--- config.mk ---
export PLATFORM = sky130hd
export DESIGN_NAME = lcd_string_gen
export DESIGN_NICKNAME = d
export VERILOG_FILES = /design/src/rtl/lcd_string_gen.sv
export SDC_FILE = /design/constraint.sdc
export NUM_CORES = 1
export LEC_CHECK = 0
export CAP_MARGIN = 10
export CELL_PAD_IN_SITES_DETAIL_PLACEMENT = 1
export CELL_PAD_IN_SITES_GLOBAL_PLACEMENT = 1
export CORE_ASPECT_RATIO = 1.5
export CORE_MARGIN = 10
export CORE_UTILIZATION = 54
export DETAILED_ROUTE_END_ITERATION = 10
export PLACE_DENSITY = 0.86
export RECOVER_POWER = 50
export SYNTH_ARGS = -nofsm -noshare
export SYNTH_HDL_FRONTEND = slang
export SYNTH_SLANG_ARGS = --single-unit
--- constraint.sdc ---
create_clock -name clk -period 8.2 [get_ports clk]
set_input_delay 1.64 -clock clk [delete_from_list [all_inputs] [get_ports clk]]
set_output_delay 1.64 -clock clk [all_outputs]
set_load 0.02 [all_outputs]
--- src/rtl/lcd_string_gen.sv ---
// Character source for the LCD write sequencer: a writable static-text buffer with a live
// HH:MM:SS BCD clock overlay (12h/AM-PM, edit blink, invalid-digit marking), read via req/valid.
module lcd_string_gen #(
  parameter int NUM_FIELDS = 3,
  parameter int COLS       = 16,
  parameter int ROWS       = 2,
  parameter int TIME_ROW   = 1,
  parameter int TIME_COL   = 0,
  parameter int BLINK_HALF = 25000000,
  parameter int IDX_W      = 5
) (
  input  logic                    clk,
  input  logic                    rst,
  input  logic [8*NUM_FIELDS-1:0] bcd,
  input  logic                    mode_12h,
  input  logic                    edit_en,
  input  logic [3:0]              edit_field,
  input  logic                    wr_en,
  input  logic [IDX_W-1:0]        wr_idx,
  input  logic [7:0]              wr_data,
  input  logic                    rd_req,
  input  logic [IDX_W-1:0]        rd_idx,
  output logic                    rd_valid,
  output logic [7:0]              rd_char
);

  localparam int DEPTH  = ROWS * COLS;
  localparam int BASE   = TIME_ROW * COLS + TIME_COL;
  localparam int SUFFIX = 3 * NUM_FIELDS - 1;
  localparam int CNT_W  = (BLINK_HALF > 1) ? $clog2(BLINK_HALF) : 1;
  localparam logic [CNT_W-1:0] CNT_LAST = CNT_W'(BLINK_HALF - 1);

  if (TIME_COL + 3 * NUM_FIELDS + 2 > COLS) begin : gBadOverlay
    $error("lcd_string_gen: time overlay does not fit in a row");
  end
  if ((1 << IDX_W) < DEPTH) begin : gBadIdx
    $error("lcd_string_gen: IDX_W too narrow for ROWS*COLS");
  end

  logic [7:0]       mem_q [DEPTH];
  logic             valid_q;
  logic [7:0]       char_q, char_d;
  logic [CNT_W-1:0] cnt_q, cnt_d;
  logic             phase_q, phase_d;

  logic [3:0] hT, hO;
  int         idxI, off, hVal, hDisp;
  logic       hBad, blinkOn;
  logic [7:0] hrTensC, hrOnesC, tC, oC;

  function automatic logic [7:0] digitChar(input logic [3:0] n);
    return (n > 4'd9) ? 8'h3F : {4'h3, n};
  endfunction

  always_comb begin
    cnt_d   = cnt_q;
    phase_d = phase_q;
    if (!edit_en) begin
      cnt_d   = '0;
      phase_d = 1'b0;
    end else if (cnt_q == CNT_LAST) begin
      cnt_d   = '0;
      phase_d = !phase_q;
    end else begin
      cnt_d = cnt_q + CNT_W'(1);
    end
  end

  // Hours field remapped for 12h display; any bad nibble or hour > 23 shows as "??".
  always_comb begin
    hT      = bcd[8*NUM_FIELDS-1 -: 4];
    hO      = bcd[8*NUM_FIELDS-5 -: 4];
    hVal    = 10 * int'(hT) + int'(hO);
    hBad    = (hT > 4'd9) || (hO > 4'd9) || (hVal > 23);
    hDisp   = (hVal == 0) ? 12 : (hVal > 12) ? hVal - 12 : hVal;
    hrTensC = hBad ? 8'h3F : ((hDisp >= 10) ? 8'h31 : 8'h30);
    hrOnesC = hBad ? 8'h3F : 8'h30 + 8'((hDisp >= 10) ? hDisp - 10 : hDisp);
  end

  always_comb begin
    idxI    = int'(rd_idx);
    off     = idxI - BASE;
    blinkOn = edit_en && phase_q;
    tC      = 8'h20;
    oC      = 8'h20;
    char_d  = 8'h20;
    if (idxI < DEPTH) char_d = mem_q[rd_idx];
    for (int k = 0; k < NUM_FIELDS; k++) begin
      tC = digitChar(bcd[8*(NUM_FIELDS-1-k)+4 +: 4]);
      oC = digitChar(bcd[8*(NUM_FIELDS-1-k) +: 4]);
      if (k == 0 && mode_12h) begin
        tC = hrTensC;
        oC = hrOnesC;
      end
      if (blinkOn && int'(edit_field) == NUM_FIELDS - 1 - k) begin
        tC = 8'h20;
        oC = 8'h20;
      end
      if (off == 3 * k)     char_d = tC;
      if (off == 3 * k + 1) char_d = oC;
      if (k < NUM_FIELDS - 1 && off == 3 * k + 2) char_d = 8'h3A;
    end
    if (mode_12h) begin
      if (off == SUFFIX)     char_d = 8'h20;
      if (off == SUFFIX + 1) char_d = hBad ? 8'h2D : ((hVal >= 12) ? 8'h50 : 8'h41);
      if (off == SUFFIX + 2) char_d = hBad ? 8'h2D : 8'h4D;
    end
  end

  // The read mux samples mem_q before this edge's write lands, so a colliding read sees old data.
  always_ff @(posedge clk) begin
    if (rst) begin
      valid_q <= 1'b0;
      char_q  <= 8'h00;
      cnt_q   <= '0;
      phase_q <= 1'b0;
      for (int i = 0; i < DEPTH; i++) mem_q[i] <= 8'h20;
    end else begin
      valid_q <= rd_req;
      if (rd_req) char_q <= char_d;
      cnt_q   <= cnt_d;
      phase_q <= phase_d;
      if (wr_en && int'(wr_idx) < DEPTH) mem_q[wr_idx] <= wr_data;
    end
  end

  assign rd_valid = valid_q;
  assign rd_char  = char_q;

endmodule

---- Word level (Yosys, flattened, before mapping) ----
Memories as Yosys holds them, arrays and structs flattened.
Index checks and enable logic that the tools add are counted.
word-level totals
  bits in registers ....................... 35
  memory bits (writable) .................. 256
  input bits .............................. 52
  word-level logic and storage cells ...... 92
  memories ................................ 1
memories
  name   depth  width  rd ports  clocked after Yosys merged registers in  write ports  line  source
  mem_q  32     8      1         0                                        32           40    logic [7:0] mem_q [DEPTH];
operators by class
  add/subtract/negate cells ............... 6
  multipliers ............................. 1
  order comparisons ....................... 10
  eq/ne operators ......................... 13
  mux-type cells .......................... 43
  bitwise logic cells ..................... 1
  reduce and logical (&&, ||, !) cells .... 13
operator list
  operator                 count
  $mux W8                  18
  $logic_not A32 Y1        2
  $mux W32                 2
  $ge A32 B5 Y1 const B    1
  $mux W4                  8
  $mux W5                  6
  $add A25 B1 Y25 const B  1
  $eq A25 B25 Y1 const B   1
  $eq A6 B4 Y1 const B     4
  $gt A4 B4 Y1 const B     6
  $eq A6 B5 Y1 const B     3
  $mux W7                  2
  $eq A6 B3 Y1 const B     2
  $sub A9 B4 Y10 const B   1
  $add A8 B4 Y9            1
  $ge A9 B4 Y1 const B     1
  $gt A9 B4 Y1 const B     1
  $gt A9 B5 Y1 const B     1
  $add A6 B8 Y8 const A    1
  $reduce_or A8 Y1         1
  $sub A8 B5 Y8 const B    1
  $mul A3 B4 Y7 const A    1
  $mux W1                  7
  $eq A6 B2 Y1 const B     1
  other kinds (10)         14

---- Depth between registers and ports, before layout ----
Gate-level depths: netlist (run 1).
  depth in word-level cells ............... 22
  depth in mapped cells ................... 21
  depth with buffers taken out ............ 21

---- Worst setup path before layout (run 1) ----
OpenSTA, ideal clock, no wires.
  kind .................................... input to register
  start ................................... input bcd[21]
  end ..................................... register char_q[6], in the netlist rd_char[6]
  library setup time ...................... 144 ps
  arrival ................................. 5262 ps
  data required time ...................... 8056 ps
  setup slack ............................. 2794 ps
  stages on the path ...................... 20
  path through ............................ ha_1 -> ha_1 -> fa_1 -> and4b_2 -> nand4_1 -> and3_1 -> buf_6 -> a311oi_4 -> nand2_1 -> xnor2_1 -> nor2_1 -> ha_1 -> nor2_1 -> nor4_1 -> xnor2_1 -> ha_1 -> inv_1 -> and3_1 -> o21ai_1 -> a311oi_2
on the way
  cells in the longest elaborated chain, start to end .. 22
ends and longest elaborated chain
  element                                         line  source
  start: declaration                              14    input logic [8*NUM_FIELDS-1:0] bcd,
  $mul A3 B4 Y7                                   73    hVal = 10 * int'(hT) + int'(hO);
  $add A8 B4 Y9                                   73
  $sub A9 B4 Y10 or $gt A9 B4 Y1 (tied branches)  75    hDisp = (hVal == 0) ? 12 : (hVal > 12) ? hVal - 12 : hVal;
  $mux W32 (2 in a row)                           75
  $ge A32 B5 Y1 or $sub A8 B5 Y8 (tied branches)  77    hrOnesC = hBad ? 8'h3F : 8'h30 + 8'((hDisp >= 10) ? hDisp - 10 : hDisp);
  $mux W8                                         77
  $add A6 B8 Y8                                   77
  $mux W8                                         77
  (+5 left out)                                   n/a
  $mux W8                                         100   if (off == 3 * k + 1) char_d = oC;
  $mux W8                                         101   if (k < NUM_FIELDS - 1 && off == 3 * k + 2) char_d = 8'h3A;
  $mux W8                                         99    if (off == 3 * k) char_d = tC;
  $mux W8                                         100
  $mux W8                                         104   if (off == SUFFIX) char_d = 8'h20;
  $mux W8                                         105   if (off == SUFFIX + 1) char_d = hBad ? 8'h2D : ((hVal >= 12) ? 8'h50 : 8'h41);
  $mux W8                                         106   if (off == SUFFIX + 2) char_d = hBad ? 8'h2D : 8'h4D;
  $mux W8 (*)                                     103   if (mode_12h) begin
  end signal: assignment                          120   if (rd_req) char_q <= char_d;
  end: declaration                                42    logic [7:0] char_q, char_d;
Mark *: on every way between the ends. The rest lies on a longest branch, timed or not.
A chain may end at the register's enable or synchronous reset.

---- Worst setup path in the final report (run 1) ----
  start ................................... input bcd[23]
  end ..................................... register char_q[6], in the netlist rd_char[6]
The elaborated chain is that of the path after synthesis.

==> impl_results.md, run 1 <==
- Run status: finished with violations
- Failing checks: capacitance limit, slew limit
- Final setup fails: 0
- Worst slew pin tran: 2.35 ns
- Maximum root-to-sink buffer count: 3
- Switching Share: 25.0%
- Slowest cell on crit path: clkdlybuf4s50_1
- Clock Tree Root: clkbuf_16
- Tmin final: approximately 6.5 ns
- Worst-skew pair later-pin latency: 0.56 ns
- Seq/Total Area, Yosys: 55.0%
- Die width: between 150 and 200 um
- Die ar.: 34400 um^2
- Mapped Area: approximately 15000 um^2
- Yosys warnings: 0
- P_sw: 869 uW
- Starting Density: 55.1%
- Worst-path fanout max: 17
- Count leader, synth: edfxtp_1
- Critical Path AT: 6.87 ns
- Number of diodes: 0
- Final Hold Fails: 0
- Final Non-Filler Cells: 1565
- Seq pwr share: 47.6%
- Logic pwr share: 14.3%
- Crit path top cell by count: ha_1
- Post-synth EDFFs: 246
- Via density: between 6 and 7
- Fmax: between 0.15 and 0.2 GHz
- Drt drc: 0
- HP Class: flip-flop to flip-flop
- Ranking of synthesized cells by area: edfxtp_1, mux4_2, and2_1
- Routability congestion estimate: 0.881
- GR Overflow Total: 0
- # hold bufs at CTS: 0
- Period utilization: around four fifths
- Fin nets: roughly 1300
- Clock Sinks: 281
- Crit end category: flip-flop
- Vias in the first global route: 10700
- Row cnt: 73
- Area occupied by multi-input gates: 6260 um^2
- Cell count after placement: roughly 1500
- Routed wire per std cell: roughly 26 um
- Synth Flop Type: edfxtp_1
- Int Pwr: 2.60 mW
- Unrepaired setup endpoints after global routing: false
- Largest net degree at the start of global routing: between 40 and 50
- First-pass GRT wire length: 62500 um
- Post-detail-place hpwl: 27500 um
- Register area: ~8100 um^2
- Peak VDD IR: 0.152 mV
- Yosys cell types: 71
- Cells after synthesis: 1178
- Share of cells above drive strength 1: 14.3%
- Maxcap violations: 1
- Clock Skew: 0.0176 ns
- Gr usage total: 23.0%
- Setup crit start kind: input pin
- Final WL: 40100 um
- Worst Path Required: 8.54 ns
- Syn_nets: 1245
- Routed vias: ~9800
- Pwr dens: 211 nW/um^2
- Clock slew at reported path FFs: 0.07 ns
- Clk pwr share: about two fifths
- CTS Buf Count: 28
- Yosys top cell by area: edfxtp_1
- Crit-path cells: clkdlybuf4s50_1 > ha_1 > ha_1 > fa_1 > nor2b_1 > a21oi_1 > o211ai_2 > a311oi_4 > nand2_1 > xnor2_1 > nor2_1 > ha_1 > nor2_1 > nor4_1 > xnor2_1 > ha_1 > inv_1 > and3_1 > o21ai_1 > a311oi_2
- Initial antenna violation count: 0
- # IOs: 61
- Area Overhead vs Synth: 11.9%
- Pre-CTS setup slack: 1.22 ns
- Pleak: 5.54 nW
- Share of synthesized registers carrying an async set or reset: 0%
- Fill cell count: 2657
- Area of the core: 26700 um^2
- Detail Route Antenna Nets: 0
- Setup repair bufs after CTS: 0
- Mean area per synthesized cell: ~12 um^2
- Setup TNS: 0 ns
- FF+latch count, synth: 281
- Area share of the largest cell type after synthesis: 50.2%
- Kind of critical path: input pin to flip-flop
- Slowest Stage Delay on Critical Path: 0.91 ns
- Slew HR: -56.6%
- CTS HTree Levels: 1
- Slew Limit Fails: 45
- Iter 0 DRT Violations: 609
- Synth cell count leaders: edfxtp_1, and2_1, nor2_1
- TritonRoute pass-1 iters: 5
- IO buf count: 60
- CTS tree: yes
- Fin worst setup slack: 1.67 ns
- Post-cts sizing count: 0
- Vert. Die Dim: around 220 um
==> power groups by stage <==
stage	registers, mW	clock network, mW	logic [mW]
floorplan	1.67	0	0.329
global placement	1.67	0	0.477
detailed placement	1.68	0	0.489
CTS	1.65	1.33	0.494
global route	1.66	1.39	0.535
finish	1.65	1.32	0.496
==> cell usage in the layout, fill, tap and decap left out, types with 16 or more instances in the layout <==
| cell type | instances |
|---|---|
| xor2_1 | 17 |
| and2_1 | 60 |
| clkdlybuf4s50_1 | 48 |
| nor2_1 | 104 |
| o21ai_0 | 39 |
| mux4_2 | 75 |
| nand2_1 | 44 |
| a21oi_1 | 31 |
| inv_1 | 17 |
| and2_0 | 158 |
| nand3_1 | 21 |
| dfxtp_1 | 35 |
| edfxtp_1 | 246 |
| xnor2_1 | 16 |
| clkbuf_16 | 29 |
| or2_2 | 34 |
| or3_1 | 35 |
==> cell families (layout without fill, tap and decap cells) <==
| logic type | count (synthesis) | count (layout) | synth area share [%] |
|---|---|---|---|
| compound gates | 145 | 145 | 6.72 |
| buf+inv | 88 | 138 | 2.43 |
| fa+ha+maj | 15 | 15 | 1.38 |
| xor+xnor | 33 | 33 | 1.97 |
| simple gates | 529 | 529 | 20.2 |
| flops | 281 | 281 | 55.0 |
| mux | 87 | 87 | 12.3 |
==> worst max-delay path, delay by kind of cell <==
family          cells  cell delay, ns
simple gates        6            1.07
fa+ha+maj           5            1.52
buf+inv             2            0.96
xor+xnor            2            0.36
compound gates      5            1.31
==> area by class of cell <==
| type | count | share of cell area (%) |
|---|---|---|
| repair buffers | 69 | 4.19 |
| well taps | 337 | 2.56 |
| multi-input cells | 809 | 38.0 |
| clock inverters | 18 | 1.19 |
| flip-flops and latches | 281 | 49.1 |
| inverters | 17 | 0.388 |
| clock buffers | 34 | 4.52 |
==> stage by stage <==
step | utilization [%] | area, um^2 | hold WS [ns] | power (mW)
after global placement | 58.0 | 15500 | 0.446 | 2.15
final | 61.7 | 16500 | 0.468 | 3.47
after floorplan | - | 14700 | 0.426 | 2.00
after detailed placement | 58.0 | 15500 | 0.464 | 2.17
after global routing | 61.7 | 16500 | 0.505 | 3.58
after CTS | 61.5 | 16400 | 0.479 | 3.48
==> sequential cells by signal (all words and copies together), names as in the netlist <==
name      flops
rd_char       8
phase_q       1
rd_valid      1
mem_q       246
cnt_q        25
==> path summary, 6_finish.rpt <==
check / from / to / slack (ns) / depth (start not counted)
setup reg to reg: mem_q[10][4] / rd_char[4] / 5.63 / 9
hold / removal: cnt_q[0] / cnt_q[0] / 0.47 / 1
hold reg to reg: cnt_q[0] / cnt_q[0] / 0.47 / 1
setup / recovery: bcd[23] / rd_char[6] / 1.67 / 20
==> routing by layer <==
| metal | vias to the layer above | share of wire, % | GRT usage [%] |
|---|---|---|---|
| met1 | 4968 | 38 | 26.0 |
| met2 | 288 | 54 | 42.6 |
| li1 | 4410 | - | - |
| met4 | 0 | 3.4 | 8.41 |
| met3 | 84 | 4.7 | 3.07 |
| met5 | - | 0 | 0 |
Power figures use the tool's default switching activity.
==> inputs of run 2 (changes only) <==
--- a/config.mk
+++ b/config.mk
@@ -10,9 +10,9 @@
 export CELL_PAD_IN_SITES_GLOBAL_PLACEMENT = 1
 export CORE_ASPECT_RATIO = 1.5
 export CORE_MARGIN = 10
-export CORE_UTILIZATION = 54
+export CORE_UTILIZATION = 51
 export DETAILED_ROUTE_END_ITERATION = 10
-export PLACE_DENSITY = 0.86
+export PLACE_DENSITY = 0.82
 export RECOVER_POWER = 50
 export SYNTH_ARGS = -nofsm -noshare
 export SYNTH_HDL_FRONTEND = slang
==> constraint.sdc (replaced) <==
create_clock -name clk -period 6.8 [get_ports clk]
set_input_delay 1.36 -clock clk [delete_from_list [all_inputs] [get_ports clk]]
set_output_delay 1.36 -clock clk [all_outputs]
set_load 0.02 [all_outputs]
==> run 2 against run 1 <==
  * The flow still finishes with violations (capacitance limit, slew limit)
  * Via count fell by 0.44%
  * Clock-buffer cell count stayed put
  * Routed wire length up 1.8%
  * Worst hold slack got worse by 0.0063 ns
  * Combinational power grew 23%
  * Setup slack lost 0.70 ns
  * Die area grew 5.2%
  * Critical path depth fell by 2
  * Final cell count grew 3.5%
  * Clock power rose by 18%
  * Core utilization fell by 4.1 points
  * Critical endpoint unchanged
  * Largest cell class unchanged
==> impl_results.md, run 2 (same netlist as run 1, synthesis figures left out) <==
- Run status: finished with violations
- Failing checks: capacitance limit, slew limit
- Crit path top cell by count: ha_1
- Most common cell after layout, fill and taps aside: edfxtp_1
- Area Overhead vs Synth: 12.2%
- Starting Density: 51.4% (-3.8 points)
- Iter 0 DRT Violations: 433 (-29%)
- Fill cell count: 2864 (+7.8%)
- Area of the core: 28600 um^2 (+7.3%)
- Slew HR: -35.2% (+21 points)
- Setup TNS: 0 ns (unchanged)
- Reg2Reg Launch Point: mem_q[2][4]
- Final Non-Filler Cells: 1620 (+3.5%)
- Final setup fails: 0 (unchanged)
- Reg-to-Reg End: rd_char[4]
- Max reg flops: 246 (unchanged)
- Number of diodes: 0 (unchanged)
- Worst Reg-to-Reg Cells: 9 (unchanged)
- Cell count after placement: 1570 (+4.0%)
- Routed vias: 9707 (-0.44%)
- Tmin final: about 5.8 ns
- Crit. path cell count: 18 (-10%)
- Maxcap violations: 1 (unchanged)
- Slew Limit Fails: 41 (-8.9%)
- GR Overflow Total: 0 (unchanged)
- Setup crit start kind: input pin
- Detail Route Antenna Nets: 0 (unchanged)
- Final WL: 40800 um (+1.8%)
- # IOs: 61 (unchanged)
- Fmax: 0.172 GHz
- Vert. Die Dim: 228 um (+2.6%)
- Slowest Stage Delay on Critical Path: 0.59 ns (-0.32 ns)
- Maximum root-to-sink buffer count: 3 (unchanged)
- Pwr dens: 252 nW/um^2 (+19%)
- IO buf count: 60 (unchanged)
- Period utilization: 85.7%
- First-pass GRT wire length: 63200 um (+1.1%)
- Bufs and invs on worst path: 2 (unchanged)
- Via density: 5.99 (-3.8%)
- Peak VDD IR: 0.247 mV (+62%)
- Routed wire per std cell: 25.2 um (-1.7%)
- Setup repair bufs after CTS: 0 (unchanged)
- Die width: 159 um (+2.5%)
- CTS HTree Levels: 1 (unchanged)
- Unrepaired setup endpoints after global routing: false
- Vias in the first global route: 10600 (-0.75%)
- Critical Path AT: 6.16 ns (-0.71 ns)
- Clock Tree Root: clkbuf_16
- CP top delay family: compound AO/OA/AOI/OAI gates
- Clock Skew: 0.0183 ns (+0.000720 ns)
- Hold_ws: 0.462 ns (-0.00625 ns)
- Initial antenna violation count: 0 (unchanged)
- Largest net degree at the start of global routing: 49 (+8.9%)
- Pleak: 5.54 nW (about the same)
- TritonRoute pass-1 iters: 5 (unchanged)
- Drt drc: 0 (unchanged)
- # hold bufs at CTS: 0 (unchanged)
- Crit end category: flip-flop
- Row cnt: 76 (+4.1%)
- Worst slew pin tran: 2.03 ns (-0.321 ns)
- Fin nets: 1276 (+0.24%)
- Routability congestion estimate: 0.925 (+4.9%)
- Worst Path Required: 7.14 ns (-1.40 ns)
- Clock slew at reported path FFs: 0.07 ns (about the same)
- Slowest cell on crit path: clkdlybuf4s50_1
- Post-detail-place hpwl: 28100 um (+2.0%)
- Biggest register: mem_q
- Setup crit start: bcd[21]
- Kind of critical path: input pin to flip-flop
- CTS Buf Count: 27 (-3.6%)
- Clock Sinks: 281 (unchanged)
- HP Class: flip-flop to flip-flop
- Worst-path fanout max: 8 (-9)
- Worst-skew pair later-pin latency: 0.57 ns (about the same)
- Share of cells above drive strength 1: 14.1% (-0.10 points)
- Post-cts sizing count: 0 (unchanged)
- Capture point of the worst path: rd_char[6]
- Final Hold Fails: 0 (unchanged)
- FF-to-FF setup slack: 4.22 ns (-1.41 ns)
- Gr usage total: 22.7% (-0.31 points)
- Die ar.: 36200 um^2 (+5.2%)
- Crit-path cells: clkdlybuf4s50_1 > ha_1 > ha_1 > fa_1 > nor2b_1 > a21oi_1 > o211ai_2 > a311oi_4 > nand2_1 > a31oi_1 > and3_1 > nor4_1 > xnor2_1 > ha_1 > inv_1 > and3_1 > o21ai_1 > a311oi_2
- Commonest non-fill, non-tap cells in the layout: edfxtp_1, and2_0, nor2_1
- CTS tree: yes
==> run 2: routing by layer <==
| layer | wire, um | GRT usage, % | vias to the layer above |
|---|---|---|---|
| met2 | 22300 | 41.9 | 271 |
| met1 | 14700 | 24.9 | 4921 |
| li1 | - | - | 4416 |
| met3 | 1940 | 2.64 | 99 |
| met5 | 0 | 0 | - |
| met4 | 1890 | 10.3 | 0 |
==> run 2: power by group <==
group	total, mW	internal, mW	switching, mW
Sequential	1.99	1.96	0.0309
Clock	1.56	0.880	0.677
Combinational	0.611	0.251	0.360
==> run 2: final cells by class <==
type,instances,area (um^2),area share (%)
clock buffer,34,732,4.44
inverter,17,63.8,0.387
tap,390,488,2.96
multi-input combinational,809,6260,37.9
timing repair buffer,73,699,4.24
clock inverter,16,168,1.02
sequential,281,8090,49.0
==> run 2: metrics by stage <==
| step | setup slack (ns) | util, % | area [um^2] | power (mW) |
|---|---|---|---|---|
| final | 0.975 | 57.6 | 16500 | 4.16 |
| after global routing | 0.608 | 57.6 | 16500 | 4.29 |
| after CTS | 1.01 | 57.6 | 16500 | 4.18 |
| after detailed placement | 0.487 | 54.5 | 15600 | 2.63 |
| after global placement | 0.656 | 54.5 | 15600 | 2.61 |
| after floorplan | 1.67 | - | 14700 | 2.41 |
==> run 2: worst min path at each step <==
stage,startpoint,end,depth (start not counted)
floorplan,cnt_q[0],cnt_q[0],1
global placement,cnt_q[0],cnt_q[0],1
detailed placement,cnt_q[0],cnt_q[0],1
CTS,cnt_q[0],cnt_q[0],1
global route,cnt_q[0],cnt_q[0],1
finish,cnt_q[0],cnt_q[0],1
==> run 2: worst register-to-register path: cells and delay by family (launching register included) <==
| family | cells | cell delay [ns] |
|---|---|---|
| mux | 3 | 1.24 |
| compound gates | 6 | 0.82 |
| flops | 1 | 0.40 |
